--- src/rtl/alu_sequencer.sv ---
// Single-issue ALU sequencer: accepts an instruction, reads operands from an
// 8x16 register file, drives the ALU, waits for its result and writes it back.
module alu_sequencer #(
    parameter int unsigned TIMEOUT = 8,
    parameter int unsigned NREG    = 8
) (
    input  logic        clk,
    input  logic        rst,
    input  logic        instr_valid,
    output logic        instr_ready,
    input  logic [15:0] instr,
    input  logic [15:0] instr_imm,
    output logic        alu_en_in,
    output logic [15:0] alu_a,
    output logic [15:0] alu_b,
    output logic [2:0]  alu_func,
    input  logic        alu_en_out,
    input  logic [15:0] alu_result,
    output logic        done,
    output logic [2:0]  wb_addr,
    output logic [15:0] wb_data,
    output logic        err,
    input  logic [2:0]  dbg_addr,
    output logic [15:0] dbg_data
);

    localparam int unsigned DW = 16;
    localparam int unsigned AW = 3;
    localparam int unsigned FW = 3;
    localparam int unsigned CW = 8;

    typedef enum logic [1:0] {
        IDLE = 2'd0,
        EXEC = 2'd1,
        WB   = 2'd2
    } state_t;

    state_t          state_q, state_d;
    logic            ready_q, ready_d;
    logic            en_in_q, en_in_d;
    logic [DW-1:0]   a_q, a_d;
    logic [DW-1:0]   b_q, b_d;
    logic [FW-1:0]   func_q, func_d;
    logic [AW-1:0]   rd_q, rd_d;
    logic [CW-1:0]   cnt_q, cnt_d;
    logic [DW-1:0]   res_q, res_d;
    logic            done_q, done_d;
    logic [AW-1:0]   wb_addr_q, wb_addr_d;
    logic [DW-1:0]   wb_data_q, wb_data_d;
    logic            err_q, err_d;
    logic [DW-1:0]   regs_q [NREG];

    logic            accept_c;
    logic            timeout_c;
    logic            reg_we_c;
    logic [CW-1:0]   cnt_inc_c;
    logic [AW-1:0]   ra_c, rb_c;

    assign ra_c      = instr[9:7];
    assign rb_c      = instr[6:4];
    assign accept_c  = (state_q == IDLE) && instr_valid && ready_q;
    assign cnt_inc_c = cnt_q + CW'(1);
    assign timeout_c = (state_q == EXEC) && !alu_en_out && (cnt_inc_c == CW'(TIMEOUT));
    assign reg_we_c  = (state_q == WB) && (rd_q != '0);

    // State register
    always_ff @(posedge clk or posedge rst) begin
        if (rst) begin
            state_q <= IDLE;
        end else begin
            state_q <= state_d;
        end
    end

    // Next-state logic
    always_comb begin
        state_d = state_q;
        unique case (state_q)
            IDLE: if (accept_c) state_d = EXEC;
            EXEC: begin
                if (alu_en_out)     state_d = WB;
                else if (timeout_c) state_d = IDLE;
            end
            WB:      state_d = IDLE;
            default: state_d = IDLE;
        endcase
    end

    // Output and datapath next values
    always_comb begin
        ready_d   = (state_d == IDLE);
        en_in_d   = (state_d == EXEC);
        a_d       = a_q;
        b_d       = b_q;
        func_d    = func_q;
        rd_d      = rd_q;
        cnt_d     = cnt_q;
        res_d     = res_q;
        done_d    = 1'b0;
        wb_addr_d = wb_addr_q;
        wb_data_d = wb_data_q;
        err_d     = 1'b0;
        if (accept_c) begin
            func_d = instr[15:13];
            rd_d   = instr[12:10];
            a_d    = regs_q[ra_c];
            b_d    = instr[3] ? instr_imm : regs_q[rb_c];
            cnt_d  = '0;
        end
        if (state_q == EXEC) begin
            if (alu_en_out) begin
                res_d     = alu_result;
                done_d    = 1'b1;
                wb_addr_d = rd_q;
                wb_data_d = alu_result;
            end else begin
                cnt_d = cnt_inc_c;
                err_d = timeout_c;
            end
        end
    end

    // Datapath, output and register-file flops
    always_ff @(posedge clk or posedge rst) begin
        if (rst) begin
            ready_q   <= 1'b0;
            en_in_q   <= 1'b0;
            a_q       <= '0;
            b_q       <= '0;
            func_q    <= '0;
            rd_q      <= '0;
            cnt_q     <= '0;
            res_q     <= '0;
            done_q    <= 1'b0;
            wb_addr_q <= '0;
            wb_data_q <= '0;
            err_q     <= 1'b0;
            for (int i = 0; i < int'(NREG); i++) begin
                regs_q[i] <= '0;
            end
        end else begin
            ready_q   <= ready_d;
            en_in_q   <= en_in_d;
            a_q       <= a_d;
            b_q       <= b_d;
            func_q    <= func_d;
            rd_q      <= rd_d;
            cnt_q     <= cnt_d;
            res_q     <= res_d;
            done_q    <= done_d;
            wb_addr_q <= wb_addr_d;
            wb_data_q <= wb_data_d;
            err_q     <= err_d;
            if (reg_we_c) begin
                regs_q[rd_q] <= res_q;
            end
        end
    end

    assign instr_ready = ready_q;
    assign alu_en_in   = en_in_q;
    assign alu_a       = a_q;
    assign alu_b       = b_q;
    assign alu_func    = func_q;
    assign done        = done_q;
    assign wb_addr     = wb_addr_q;
    assign wb_data     = wb_data_q;
    assign err         = err_q;
    assign dbg_data    = (dbg_addr == '0) ? '0 : regs_q[dbg_addr];

endmodule

--- config.mk ---
export PLATFORM = sky130hd
export DESIGN_NAME = alu_sequencer
export DESIGN_NICKNAME = d
export VERILOG_FILES = /design/src/rtl/alu_sequencer.sv
export SDC_FILE = /design/constraint.sdc
export NUM_CORES = 1
export LEC_CHECK = 0
export ABC_AREA = 0
export CAP_MARGIN = 0
export CORE_MARGIN = 2
export CORE_UTILIZATION = 47
export CTS_CLUSTER_SIZE = 30
export DETAILED_ROUTE_END_ITERATION = 12
export MAX_ROUTING_LAYER = met4
export PLACE_DENSITY = 0.74
export SYNTH_ARGS = -nofsm -noshare
export SYNTH_HDL_FRONTEND = slang
export SYNTH_SLANG_ARGS = --single-unit
--- constraint.sdc ---
create_clock -name clk -period 8.5 [get_ports clk]
set_clock_uncertainty 0.15 [all_clocks]
set_input_delay 0.85 -clock clk [delete_from_list [all_inputs] [get_ports clk]]
set_output_delay 0.85 -clock clk [all_outputs]
set_load 0.01 [all_outputs]
# ---- After elaboration in Yosys (flattened, before gate mapping)
# Index checks and enable logic that the tools add are counted.
dict set report totals {
  output_inout_bits 74
  wordCells 71
  regBits 199
}
dict set report op_classes {
  n_addsub 1
  reduce_logical 12
  order_cmp 5
  n_mux 25
  bitwise_logic 4
  eq_ne 4
}
# cell n
set ops {}
lappend ops {{$bmux 16 s3} 3}
lappend ops {{$mux 16} 9}
lappend ops {{$bwmux 128} 1}
lappend ops {{$demux 16 s3} 1}
lappend ops {{$mux 8} 3}
lappend ops {{$ge 4x4->1 const B} 4}
lappend ops {{$not 3->4} 4}
lappend ops {{$add 8x1->8 const B} 1}
lappend ops {{$eq 8x4->1 const B} 1}
lappend ops {{$logic_and 1x1->1} 6}
lappend ops {{$mux 2} 3}
lappend ops {{$eq 2x1->1 const B} 2}
lappend ops {{$logic_not 2->1} 2}
lappend ops {{$lt 4x1->1 const B} 1}
lappend ops {{$mux 1} 4}
lappend ops {{$pmux 2 s2} 1}
lappend ops {{$logic_not 3->1} 1}
lappend ops {{$reduce_bool 3->1} 1}
lappend ops {{$eq 2x2->1 const B} 1}
lappend ops {{$reduce_and 2->1} 1}
lappend ops {{$logic_not 1->1} 1}

# ---- Depth between registers and ports, before layout
dict set report logic_depth {
  word_depth 7
  depth_mapped 6
}

# ---- Least setup slack after synthesis
# Ideal clock, no wire load.
dict set report synth_path {
  path_kind {input to output}
  start {input dbg_addr[0]}
  end {output dbg_data[15]}
  cell_stages 5
  arrival_time_ns 1.959
  required_ns 7.500
  slack_ns 5.541
  path_buffers 2
  path_cell_list {buf_2 -> buf_2 -> mux4_2 -> nand2_1 -> o21ai_0}
}
dict set report synth_via {
  elab_chain_len 5
  elab_cells_between_ends 6
  cone_classes {mux: 4; bitwise: 1; reduce/logical: 1}
}
# element line_no
set synth_rtl {}
lappend synth_rtl {{from (decl)} 23} ;# input logic [2:0] dbg_addr,
lappend synth_rtl {{$not 3->4 (not written as such)} 169} ;# assign dbg_data = (dbg_addr == '0) ? '0 : regs_q[dbg_addr];
lappend synth_rtl {{$bmux 16 s3} 169}
lappend synth_rtl {{$mux 16 (not written as such) (2 in a row)} 169}
lappend synth_rtl {{$mux 16 *} 169}
lappend synth_rtl {{to (decl)} 24} ;# output logic [15:0] dbg_data
# Every way passes the cells marked *; elsewhere a longest branch is shown, timed or not. The select of a mux whose other input is x is not followed.

# ---- Worst setup path in the final report
dict set report layout_path {
  start {input dbg_addr[0]}
  end {output dbg_data[0]}
}
# Same word-level chain as after synthesis.

==> impl_metrics.tcl <==
set metrics [dict create \
    yosysUniqueCellTypes 48 \
    routed-via-count 6966 \
    layout.nets 893 \
    dp_hpwl_mm 15.52 \
    postCtsSetupRepairBufs 0 \
    die_h_um 153.1 \
    synth_top_area_cell "dfrtp_1" \
    cts-resized-gates 0 \
    core_mm2 0.02182 \
    syn_area_mm2 0.01045 \
    async_reset_ff_frac 1.000 \
    drive_above_1_share 0.3435 \
    period_share 0.5347 \
    r2r-start "state_q[0]" \
    final_common_cell "dfrtp_1" \
    final_util 0.5680 \
    synth_edf_count 0 \
    setup_tns_ns 0 \
    port_buffers 125 \
    synth-seq-cells 199 \
    diodes 0 \
    required_ns 7.50 \
    ios 129 \
    maxSlewViolCount 0 \
    p_total_uw 3981 \
    syn_avg_cell_area_um2 13.83 \
    critPathLaunch "dbg_addr[0]" \
    grt_pass1_vias 7009 \
    initial_core_util 0.4786 \
    synth.area.top_cells "dfrtp_1, mux4_2, mux2_2" \
    r2r_cells 3 \
    critPathMaxFanout 33 \
    arrival_ns 3.55 \
    ant_nets 0 \
    firstDrtPassIters 5 \
    ys_seq_area_frac 0.4768 \
    status "completed" \
    viasPerCell 6.165 \
    drc 0 \
    min_period_ns 4.545 \
    rsz0062_at_grt "no" \
    grt-ovfl-total 0 \
    area.growth.synth_to_final_pct 18.67 \
    min_path_type "register to register" \
    grt_pass1_wl_mm 41.11 \
    cts_buffer_depth 2 \
    path_class "input port to output pin" \
    syn_inst 755 \
    cts_tree "done" \
    cts_buffers 17 \
    dieArea_mm2 0.02343 \
    timing.reg2reg.setup_slack_ns 6.15 \
    p_per_area_mw_per_mm2 321.1 \
    tightest_slew_ns 1.108 \
    setup_violations 0 \
    peakVddDrop_uv 163.3 \
    synth_top_area_frac 0.4768 \
    gp_congestion 0.8084 \
    cts.sinks 199 \
    final-hold-violation-count 0 \
    htreeDepth 4 \
    maxSlewHeadroom 0.2612 \
    synth_warnings 0 \
    endpoint_kind "output pin" \
    max_cap_viol_count 0 \
    path_clk_slew_ns 0.07 \
    syn_nets 811 \
    leakage_uw 0.005385 \
    place_ws_ns 3.979 \
    drt_wl_total_mm 25.68 \
    die_x_um 153.1 \
    crit_end "dbg_data[0]" \
    rows 54 \
    final_cell_mix "dfrtp_1, mux2_2, clkdlybuf4s50_1, mux4_2, a21oi_1" \
    track_usage 0.2326 \
    clock.fmax_mhz 220.0 \
    postLayoutSetupSlackWorst_ns 3.955 \
    clk_latency_ns 0.43 \
    ys_dominant_reg_cell "dfrtp_1" \
    grt_max_degree 88 \
    antenna_found_initial 1 \
    start_kind "input port" \
    postCtsHoldBufs 0 \
    worstReg2RegEnd "regs_q[31]" \
    cts_root_buf "clkbuf_16" \
    drtIter0Drc 567 \
    wire_per_inst_um 22.72 \
    n_fill_cell 1713 \
]
-- stage by stage --
stage	instances	cell area, µm²	hold WS, ns
3_5_place_dp	1098	11750	0.2330
6_report	1130	12400	0.2520
5_1_grt	1130	12400	0.2647
2_1_floorplan	755	10450	0.2913
4_1_cts	1130	12400	0.2493
3_3_place_gp	1098	11750	0.2300
-- worst max-delay path: stages --
cell             delay, ns
clkdlybuf4s50_1       0.39
buf_4                 0.28
nor2b_2               0.86
a221oi_1              0.23
a21oi_1               0.31
clkdlybuf4s50_1       0.60
-- routing by layer --
layer,vias to the layer above,track usage,part of all wire
met5,-,-,0
met4,0,0.06966,0.017
met3,36,0.03969,0.055
met2,287,0.3446,0.47
met1,3608,0.3328,0.46
li1,3035,-,-
-- where the power goes --
| group | switching, µW | leakage (µW) | internal (µW) |
|---|---|---|---|
| logic | 541 | 0.00247 | 847 |
| registers | 397 | 0.00260 | 1310 |
| clock network | 365 | 0.000311 | 525 |
| total | 1300 | 0.00539 | 2680 |
-- cells in the mapped netlist, types with 5 or more instances --
| library cell | count |
|---|---|
| dfrtp_1 | 199 |
| nand3_1 | 5 |
| nand2_1 | 26 |
| buf_2 | 23 |
| mux2i_1 | 32 |
| a221oi_1 | 15 |
| buf_4 | 18 |
| o31ai_1 | 18 |
| and3_1 | 18 |
| mux4_2 | 80 |
| mux2_2 | 146 |
| clkbuf_1 | 31 |
| nor2_1 | 24 |
| a21oi_1 | 48 |
| o21ai_0 | 11 |
| inv_1 | 18 |
-- area by class of cell --
class,count,area [µm²],area share
clock inverters,11,170.2,0.01373
repair buffers,139,1336,0.1078
inverters,19,78.83,0.006359
flip-flops and latches,199,4980,0.4017
well taps,280,350.3,0.02826
clock buffers,21,480.5,0.03876
multi-input cells,461,5000,0.4034
-- state kept, by name (all words and copies together), names as in the netlist, 2 cells and up --
name	count
regs_q	128
alu_a	16
alu_b	16
wb_data	16
cnt_q	8
alu_func	3
rd_q	3
wb_addr	3
state_q	2
-- logic make-up (layout without fill, tap and decap cells) --
kind of cell | after synthesis | in the layout | synth area share
simple gates | 98 | 98 | 0.05367
flops | 199 | 199 | 0.4768
fa+ha+maj | 1 | 1 | 0.001198
buf+inv | 95 | 190 | 0.04480
compound gates | 103 | 103 | 0.06193
mux | 259 | 259 | 0.3616
-- how the worst min path moves through the flow --
stage / start / endpoint / slack (ns) / cells past startpoint
3_3_place_gp: regs_q[118] / regs_q[118] / 0.23 / 0
4_1_cts: regs_q[117] / regs_q[117] / 0.25 / 0
3_5_place_dp: regs_q[125] / regs_q[125] / 0.23 / 0
5_1_grt: regs_q[123] / regs_q[123] / 0.26 / 0
2_1_floorplan: regs_q[112] / regs_q[112] / 0.29 / 1
6_report: regs_q[112] / regs_q[112] / 0.25 / 0
No activity file was read; power rests on OpenSTA's default activity.
